File: config.mk
export PLATFORM = sky130hd
export DESIGN_NAME = udp_tx_arbiter
export DESIGN_NICKNAME = d
export VERILOG_FILES = /design/src/rtl/udp_tx_arbiter.sv
export SDC_FILE = /design/constraint.sdc
export NUM_CORES = 1
export LEC_CHECK = 0
export ABC_AREA = 1
export CAP_MARGIN = 40
export CORE_AREA = 10 10 268 270
export DETAILED_ROUTE_END_ITERATION = 6
export DIE_AREA = 0 0 278 280
export HOLD_SLACK_MARGIN = 0.06
export SLEW_MARGIN = 20
export SYNTH_ARGS = -nofsm -noshare
export SYNTH_HDL_FRONTEND = slang
export SYNTH_SLANG_ARGS = --single-unit
File: constraint.sdc
create_clock -name clk -period 5.3 [get_ports clk]
set_input_delay 0.795 -clock clk [delete_from_list [all_inputs] [get_ports clk]]
set_output_delay 0.795 -clock clk [all_outputs]
set_load 0.03 [all_outputs]
File: src/rtl/udp_tx_arbiter.sv
// Packet-atomic round-robin arbiter sharing one UDP header + AXI-Stream payload
// transmit path between NUM_PORTS requesters, with per-port packet/error counters.
module udp_tx_arbiter #(
  parameter int NUM_PORTS  = 2,
  parameter int HDR_WIDTH  = 112,
  parameter int DATA_WIDTH = 64,
  parameter int KEEP_WIDTH = DATA_WIDTH / 8,
  parameter int CNT_WIDTH  = 32
) (
  input  logic                            clk,
  input  logic                            rst,
  input  logic [NUM_PORTS*HDR_WIDTH-1:0]  s_hdr_data,
  input  logic [NUM_PORTS-1:0]            s_hdr_valid,
  output logic [NUM_PORTS-1:0]            s_hdr_ready,
  input  logic [NUM_PORTS*DATA_WIDTH-1:0] s_payload_tdata,
  input  logic [NUM_PORTS*KEEP_WIDTH-1:0] s_payload_tkeep,
  input  logic [NUM_PORTS-1:0]            s_payload_tlast,
  input  logic [NUM_PORTS-1:0]            s_payload_tuser,
  input  logic [NUM_PORTS-1:0]            s_payload_tvalid,
  output logic [NUM_PORTS-1:0]            s_payload_tready,
  output logic [HDR_WIDTH-1:0]            m_hdr_data,
  output logic                            m_hdr_valid,
  input  logic                            m_hdr_ready,
  output logic [DATA_WIDTH-1:0]           m_payload_tdata,
  output logic [KEEP_WIDTH-1:0]           m_payload_tkeep,
  output logic                            m_payload_tlast,
  output logic                            m_payload_tuser,
  output logic                            m_payload_tvalid,
  input  logic                            m_payload_tready,
  output logic [NUM_PORTS-1:0]            grant_onehot,
  output logic [NUM_PORTS*CNT_WIDTH-1:0]  pkt_count,
  output logic [NUM_PORTS*CNT_WIDTH-1:0]  err_count
);

  localparam int IDX_W = (NUM_PORTS > 1) ? $clog2(NUM_PORTS) : 1;

  typedef enum logic [1:0] {IDLE, HDR, PLD} state_t;

  state_t           state, next_state;
  logic [IDX_W-1:0] g, next_g, lg, pick, cand;
  logic             any_req, hdr_fire, pld_last_fire;
  logic [CNT_WIDTH-1:0] pkt_cnt [NUM_PORTS];
  logic [CNT_WIDTH-1:0] err_cnt [NUM_PORTS];

  always_ff @(posedge clk) begin
    if (rst) begin
      state <= IDLE;
      g     <= '0;
      lg    <= IDX_W'(NUM_PORTS - 1);
    end else begin
      state <= next_state;
      g     <= next_g;
      if (pld_last_fire) lg <= g;
    end
  end

  always_ff @(posedge clk) begin
    if (rst) begin
      for (int i = 0; i < NUM_PORTS; i++) begin
        pkt_cnt[i] <= '0;
        err_cnt[i] <= '0;
      end
    end else if (pld_last_fire) begin
      pkt_cnt[g] <= pkt_cnt[g] + CNT_WIDTH'(1);
      if (m_payload_tuser) err_cnt[g] <= err_cnt[g] + CNT_WIDTH'(1);
    end
  end

  // Scan from the farthest candidate back to lg+1 so the nearest requester wins.
  always_comb begin
    any_req = |s_hdr_valid;
    pick    = lg;
    cand    = '0;
    for (int k = NUM_PORTS; k >= 1; k--) begin
      cand = IDX_W'((int'(lg) + k) % NUM_PORTS);
      if (s_hdr_valid[cand]) pick = cand;
    end
  end

  always_comb begin
    next_state = state;
    next_g     = g;
    case (state)
      IDLE: if (any_req) begin
        next_g     = pick;
        next_state = HDR;
      end
      HDR:     if (hdr_fire) next_state = PLD;
      PLD:     if (pld_last_fire) next_state = IDLE;
      default: next_state = IDLE;
    endcase
  end

  always_comb begin
    m_hdr_data       = s_hdr_data[int'(g)*HDR_WIDTH +: HDR_WIDTH];
    m_payload_tdata  = s_payload_tdata[int'(g)*DATA_WIDTH +: DATA_WIDTH];
    m_payload_tkeep  = s_payload_tkeep[int'(g)*KEEP_WIDTH +: KEEP_WIDTH];
    m_payload_tlast  = s_payload_tlast[g];
    m_payload_tuser  = s_payload_tuser[g];
    m_hdr_valid      = 1'b0;
    m_payload_tvalid = 1'b0;
    s_hdr_ready      = '0;
    s_payload_tready = '0;
    grant_onehot     = '0;
    case (state)
      HDR: begin
        m_hdr_valid     = s_hdr_valid[g];
        s_hdr_ready[g]  = m_hdr_ready;
        grant_onehot[g] = 1'b1;
      end
      PLD: begin
        m_payload_tvalid    = s_payload_tvalid[g];
        s_payload_tready[g] = m_payload_tready;
        grant_onehot[g]     = 1'b1;
      end
      default: ;
    endcase
  end

  assign hdr_fire      = (state == HDR) && m_hdr_valid && m_hdr_ready;
  assign pld_last_fire = (state == PLD) && m_payload_tvalid && m_payload_tready && m_payload_tlast;

  for (genvar i = 0; i < NUM_PORTS; i++) begin : g_cnt
    assign pkt_count[i*CNT_WIDTH +: CNT_WIDTH] = pkt_cnt[i];
    assign err_count[i*CNT_WIDTH +: CNT_WIDTH] = err_cnt[i];
  end

endmodule

======== Word level (Yosys, flattened, before mapping) ========
Memories as Yosys holds them, arrays and structs flattened. A register that Yosys moved wholly into a read port is not among the register bits.
Cells that the tools add are included.
storage, ports and cells
  memories ................................ 2
  memory bits (writable) .................. 128
  output and inout port bits .............. 322
  register bits ........................... 4
  word-level logic and storage cells ...... 81
  input port bits ......................... 380
operators by class
  multipliers ............................. 1
  equal/unequal tests ..................... 5
  muxes and demuxes ....................... 44
  reduce and logical (&&, ||, !) cells .... 13
  shift operators ......................... 3
  $add $sub $neg .......................... 4
  $lt $le $gt $ge ......................... 4
  bitwise logic cells ..................... 2
memory list
  memory   depth  bits a word  read ports  clocked after memory_dff  wr ports  line  RTL
  err_cnt  2      32           3           1                         2         43    logic [CNT_WIDTH-1:0] err_cnt [NUM_PORTS];
  pkt_cnt  2      32           3           1                         2         42    logic [CNT_WIDTH-1:0] pkt_cnt [NUM_PORTS];
operators with widths
  operator                 number
  $shiftx A224 B9 Y112     1
  $shiftx A128 B8 Y64      1
  $add A32 B1 Y32 const B  2
  $mux W32                 2
  $reduce_or A32 Y1        2
  $mux W1                  34
  $shiftx A16 B5 Y8        1
  $mux W2                  6
  $logic_and A1 B1 Y1      6
  $lt A1 B2 Y1 const B     3
  $ne A2 B2 Y1 const B     3
  $pmux W2 S3              1
  $and A2 B2 Y2            2
  $mul A1 B3 Y4 const B    1
  $reduce_or A2 Y1         2
  $reduce_and A3 Y1        1
  $add A1 B1 Y1 const B    2
  $eq A2 B1 Y1 const B     1
  $eq A2 B2 Y1 const B     1
  $logic_not A2 Y1         1
  $reduce_and A2 Y1        1
  $demux W1 S1             1
  $ge A1 B1 Y1 const B     1

======== Logic depth before layout (Yosys ltp) ========
  depth after elaboration ................. 11
  depth in mapped cells ................... 13
  mapped depth without buffers ............ 13

======== Worst setup path before layout ========
No wires, ideal clock.
  kind .................................... input port to flip-flop
  start point ............................. input port s_payload_tvalid[0]
  end point ............................... memory err_cnt[0][0] (enable)
  library setup time ...................... 0.389 ns
  arrival ................................. 2.730 ns
  cell stages on the path ................. 7
  path slack .............................. 2.180 ns
  cells stage by stage .................... o21ai_0 -> nor2_1 -> nand3_2 -> nor2_4 -> nand3_2 -> clkbuf_1 -> nand2_1
RTL lines
  what             line  RTL
  start, declared  19    input logic [NUM_PORTS-1:0] s_payload_tvalid,
  end, declared    43

======== Worst setup path in the final report ========
  start point ............................. register g
  end point ............................... output port m_payload_tvalid
on the way
  cells in the longest elaborated chain, start to end .. 3
RTL lines
  what                                         line  RTL
  start, declared                              40    logic [IDX_W-1:0] g, next_g, lg, pick, cand;
  start signal, assigned                       52    g <= next_g;
  $mux W1 (implied by the code) (2 in series)  112   m_payload_tvalid = s_payload_tvalid[g];
  $mux W1                                      105   case (state)
  end, declared                                28    output logic m_payload_tvalid,
No other way between the ends. The select of a mux whose other input is x is not followed.

==> results <==
- The global placement routability congestion is 0.935.
- The critical path contains buffers and inverters numbering 2 combined.
- The total CTS buffers is 17.
- The largest stage delay on the critical path is 1.03 ns.
- The area of the die is 0.0778 sq mm.
- The hold path startpoint is state[1].
- The required time of the worst setup path is 4.51 ns.
- The global-route wire length before repair is 105000 um.
- In this run the cell area of the synthesized design comes to 0.00970 sq mm.
- For this design, the sink count on the clock tree is 133.
- The count of distinct cell types in the synthesized netlist is 29.
- The number of antenna violations at the first check in global routing is 54.
- The max-capacitance violation count is 0.
- Summing over every cut layer, the via total after detailed routing is 12561.
- During synthesis, Yosys emitted a total of 0 warnings.
- The maximum fanout encountered on the critical timing path is 70.
- The net count of the finished layout is 2584.
- The endpoint of the worst hold-timing path is state[1].
- The share of cells above drive strength 1 is 3.84%.
- The area growth from synthesis to layout is 87.8%.
- In the layout the commonest cells are sky130_fd_sc_hd__nand2_1, sky130_fd_sc_hd__clkdlybuf4s50_1, sky130_fd_sc_hd__nor2_1.
- The master of the slowest instance on the critical path is sky130_fd_sc_hd__clkdlybuf4s50_1.
- TritonCTS built the clock tree.
- The critical path endpoint category is an output pin.
- The number of max-slew violations in the final report is 0.
- Of the synthesized area, sequential elements account for 40.6%.
- The top layer used by detailed routing is met5.
- The pin count of the biggest net entering global routing is 107.
- In the final routed layout, each cell accounts on average for 25.6 um.
- The post-synth net total is 1914.
- The worst path needs 4.08 ns of the cycle, external delays included.
- Buffers inserted to repair hold after CTS numbered 0.
- After layout, the design draws a total of 5.00 mW.
- The total of fill cells in the finished design is 7301.
- The overall global routing resource usage is 19.4%.
- The sum of met2 wire segment lengths after detailed routing is 37300 um.
- The commonest non-fill, non-tap cell in the layout is sky130_fd_sc_hd__nand2_1.
- The count of pins on the block boundary is 702.
- The classification of the worst setup path is register to output pin.
- In this run the number of H-tree levels came out at 4.
- Clock tree synthesis selected as its root buffer the cell sky130_fd_sc_hd__clkbuf_16.
- The run finished with clean final reports.
- The family with the most delay on the worst path is buffers and inverters.
- The critical path goes through buf_4, o21ai_0, nor2_1, clkdlybuf4s50_1.
- The wire length after detailed routing is 79300 um.
- In this run the tightest slew margin relative to its limit is 39.8%.
- The arrival time at the worst endpoint is 3.28 ns.
- Setup repair after global routing left no endpoint under its margin.
- Dividing the detail-routed via count by the number of cells gives 4.06.
- After detailed routing, the number of remaining DRC violations is 0.
- The maximum number of buffers from clock root to sink is 2.
- The power per standard cell area is 274 mW/mm^2.
- The pre-antenna-repair detailed-routing pass consisted of 6 iterations.
- The number of global-route vias before repair is 12510.
- Once the clock tree was built, the resizer swapped 0 gates to a different size.
- The number of cells on the worst reg-to-reg path is 9.
- The peak clock frequency supported by timing is 245 MHz.
- Wire segments on met3 add up to 10800 um in the final route.
- The clock arrives with 0.00919 ns of skew.
- The y dimension of the die is 280 um.
- The row count is 95.
- In this run the critical register-to-register path is captured at pkt_cnt[1][11].
- For the worst-skew pair, the clock arrives at the later sink with an insertion delay of 0.44 ns.
- For this block, wires on met1 add up to 29000 um.
- Adding up every negative setup slack in the final design gives 0 ns.
- The worst hold path belongs to the class register to register.
- The post-route antenna net violation count is 0.
- The die is 278 um wide.
- After clock tree synthesis, the clock-pin slew on the worst setup and hold paths is 0.06 ns.
- The DRC marker count from the first detailed-route iteration is 904.
- The wire-length estimate of the detail-placed layout is 68300 um.
- The leakage power summed over all cells is 7.46 nW.
- For this run the aggregate overflow at the end of global routing stands at 0.
- In this run the critical register-to-register path is launched from g.
- The number of setup violations in the final report is 0.
- The worst supply voltage drop on vdd is 0.000156 V.
- Registers take 0.00395 sq mm.
- The post-synthesis average cell area is 6.35 sq um.
- The standard cell core area is 0.0666 sq mm.
- The footprint of the multi-input gates is 0.00520 sq mm.
- The post-synthesis sequential element count is 133.
- For this configuration, the core starts out at a cell density of 14.6%.
- The post-route clock period utilization is 77.0%.
- In the synthesized netlist, the number of instances is 1529.
- The transition time of the tightest slew-check pin is 0.903 ns.
- The worst register-to-register path has a setup slack of 1.62 ns.
- The type of origin of the critical path is a register.
- The count of buffers added on input and output ports is 701.
- The final count of hold timing violations is 0.
- Along the worst hold path, the cell count comes to 2.
- In this run the post-CTS setup repair buffer count came out at 0.
## cells by family (layout without fill, tap and decap cells)
kind of cell / Yosys count / in the layout / share of synthesized area [%]
other cells: 0 / 9 / 0
fa+ha+maj: 5 / 5 / 0.645
flops: 133 / 133 / 40.6
buf+inv: 133 / 816 / 5.78
simple gates: 1173 / 1173 / 47.3
xor+xnor: 28 / 28 / 2.53
compound gates: 57 / 57 / 3.11
## metal layers
| metal | track usage, % | vias to the layer above |
|---|---|---|
| met4 | 5.36 | 12 |
| met2 | 32.2 | 622 |
| met1 | 21.1 | 5731 |
| met5 | 0 | - |
| li1 | - | 6075 |
| met3 | 10.6 | 121 |
## cell usage after synthesis
master	number	area share [%]
sky130_fd_sc_hd__ha_1	5	0.64
sky130_fd_sc_hd__nor3_1	4	0.21
sky130_fd_sc_hd__or2_2	3	0.19
sky130_fd_sc_hd__nand3b_1	3	0.23
sky130_fd_sc_hd__xor2_1	15	1.4
sky130_fd_sc_hd__edfxtp_1	128	40
sky130_fd_sc_hd__a21oi_1	43	2.2
sky130_fd_sc_hd__nand2_1	923	36
sky130_fd_sc_hd__inv_1	62	2.4
sky130_fd_sc_hd__nor2_1	170	6.6
sky130_fd_sc_hd__buf_1	1	0.039
sky130_fd_sc_hd__nor3b_1	1	0.077
sky130_fd_sc_hd__buf_4	4	0.31
sky130_fd_sc_hd__nand3_1	35	1.8
sky130_fd_sc_hd__nor2_4	4	0.46
sky130_fd_sc_hd__buf_6	4	0.46
sky130_fd_sc_hd__xnor2_1	13	1.2
sky130_fd_sc_hd__nand2_2	8	0.52
sky130_fd_sc_hd__clkbuf_1	46	1.8
sky130_fd_sc_hd__a31oi_1	1	0.065
sky130_fd_sc_hd__and3_1	1	0.065
sky130_fd_sc_hd__o21bai_1	6	0.46
sky130_fd_sc_hd__nand3_2	3	0.31
sky130_fd_sc_hd__clkinv_1	1	0.039
sky130_fd_sc_hd__o21ai_0	7	0.36
sky130_fd_sc_hd__dfxtp_1	5	1.0
sky130_fd_sc_hd__inv_2	2	0.077
sky130_fd_sc_hd__nor2_2	18	1.2
sky130_fd_sc_hd__buf_2	13	0.67
## power by group
group | total (mW) | internal (mW) | switching (mW)
registers | 1.26 | 1.20 | 0.0656
logic | 2.59 | 0.948 | 1.64
clock network | 1.15 | 0.685 | 0.462
## worst reg2reg max path: stages, from the launching register on
cell	delay, ns
sky130_fd_sc_hd__dfxtp_4	0.45
sky130_fd_sc_hd__buf_4	0.62
sky130_fd_sc_hd__o21ai_0	0.22
sky130_fd_sc_hd__nor2_1	0.52
sky130_fd_sc_hd__nand3_2	0.21
sky130_fd_sc_hd__nor2_4	0.18
sky130_fd_sc_hd__nand2_1	0.06
sky130_fd_sc_hd__buf_4	0.25
sky130_fd_sc_hd__nand2_1	0.39
sky130_fd_sc_hd__buf_4	0.43
## worst max-delay path by stage
stage	startpoint	end	slack, ns	depth (start not counted)
after floorplan	s_payload_tvalid[0]	err_cnt[0][0]	2.18	7
after global placement	s_payload_tvalid[0]	pkt_cnt[1][14]	1.56	9
after detailed placement	s_payload_tvalid[1]	pkt_cnt[1][14]	1.52	9
after CTS	g	m_payload_tvalid	1.12	4
after global routing	g	m_payload_tvalid	1.01	4
final	g	m_payload_tvalid	1.22	4
## per-stage QoR
stage	hold slack (ns)	instance area, sq um	setup WS (ns)	utilization (%)	std cells
2_1_floorplan	0.442	9700	2.18	-	1529
3_3_place_gp	0.476	17600	1.56	26.5	3052
3_5_place_dp	0.490	17600	1.52	26.5	3052
4_1_cts	0.498	18200	1.12	27.3	3084
5_1_grt	0.523	18200	1.01	27.4	3092
6_report	0.494	18200	1.22	27.4	3094
## state kept, by name, indices dropped and copies added (netlist names), named ones only
name	count
err_cnt	64
g	1
lg	1
pkt_cnt	64
state	2
## area by class of cell
| cell class | count | share of cell area [%] |
|---|---|---|
| diodes | 9 | 0.124 |
| clock buffers | 21 | 2.42 |
| clock inverters | 11 | 0.604 |
| inverters | 65 | 1.38 |
| multi-input cells | 1263 | 28.5 |
| flip-flops and latches | 133 | 21.7 |
| well taps | 873 | 5.99 |
| repair buffers | 719 | 39.3 |
No activity file was read; power rests on OpenSTA's default activity.
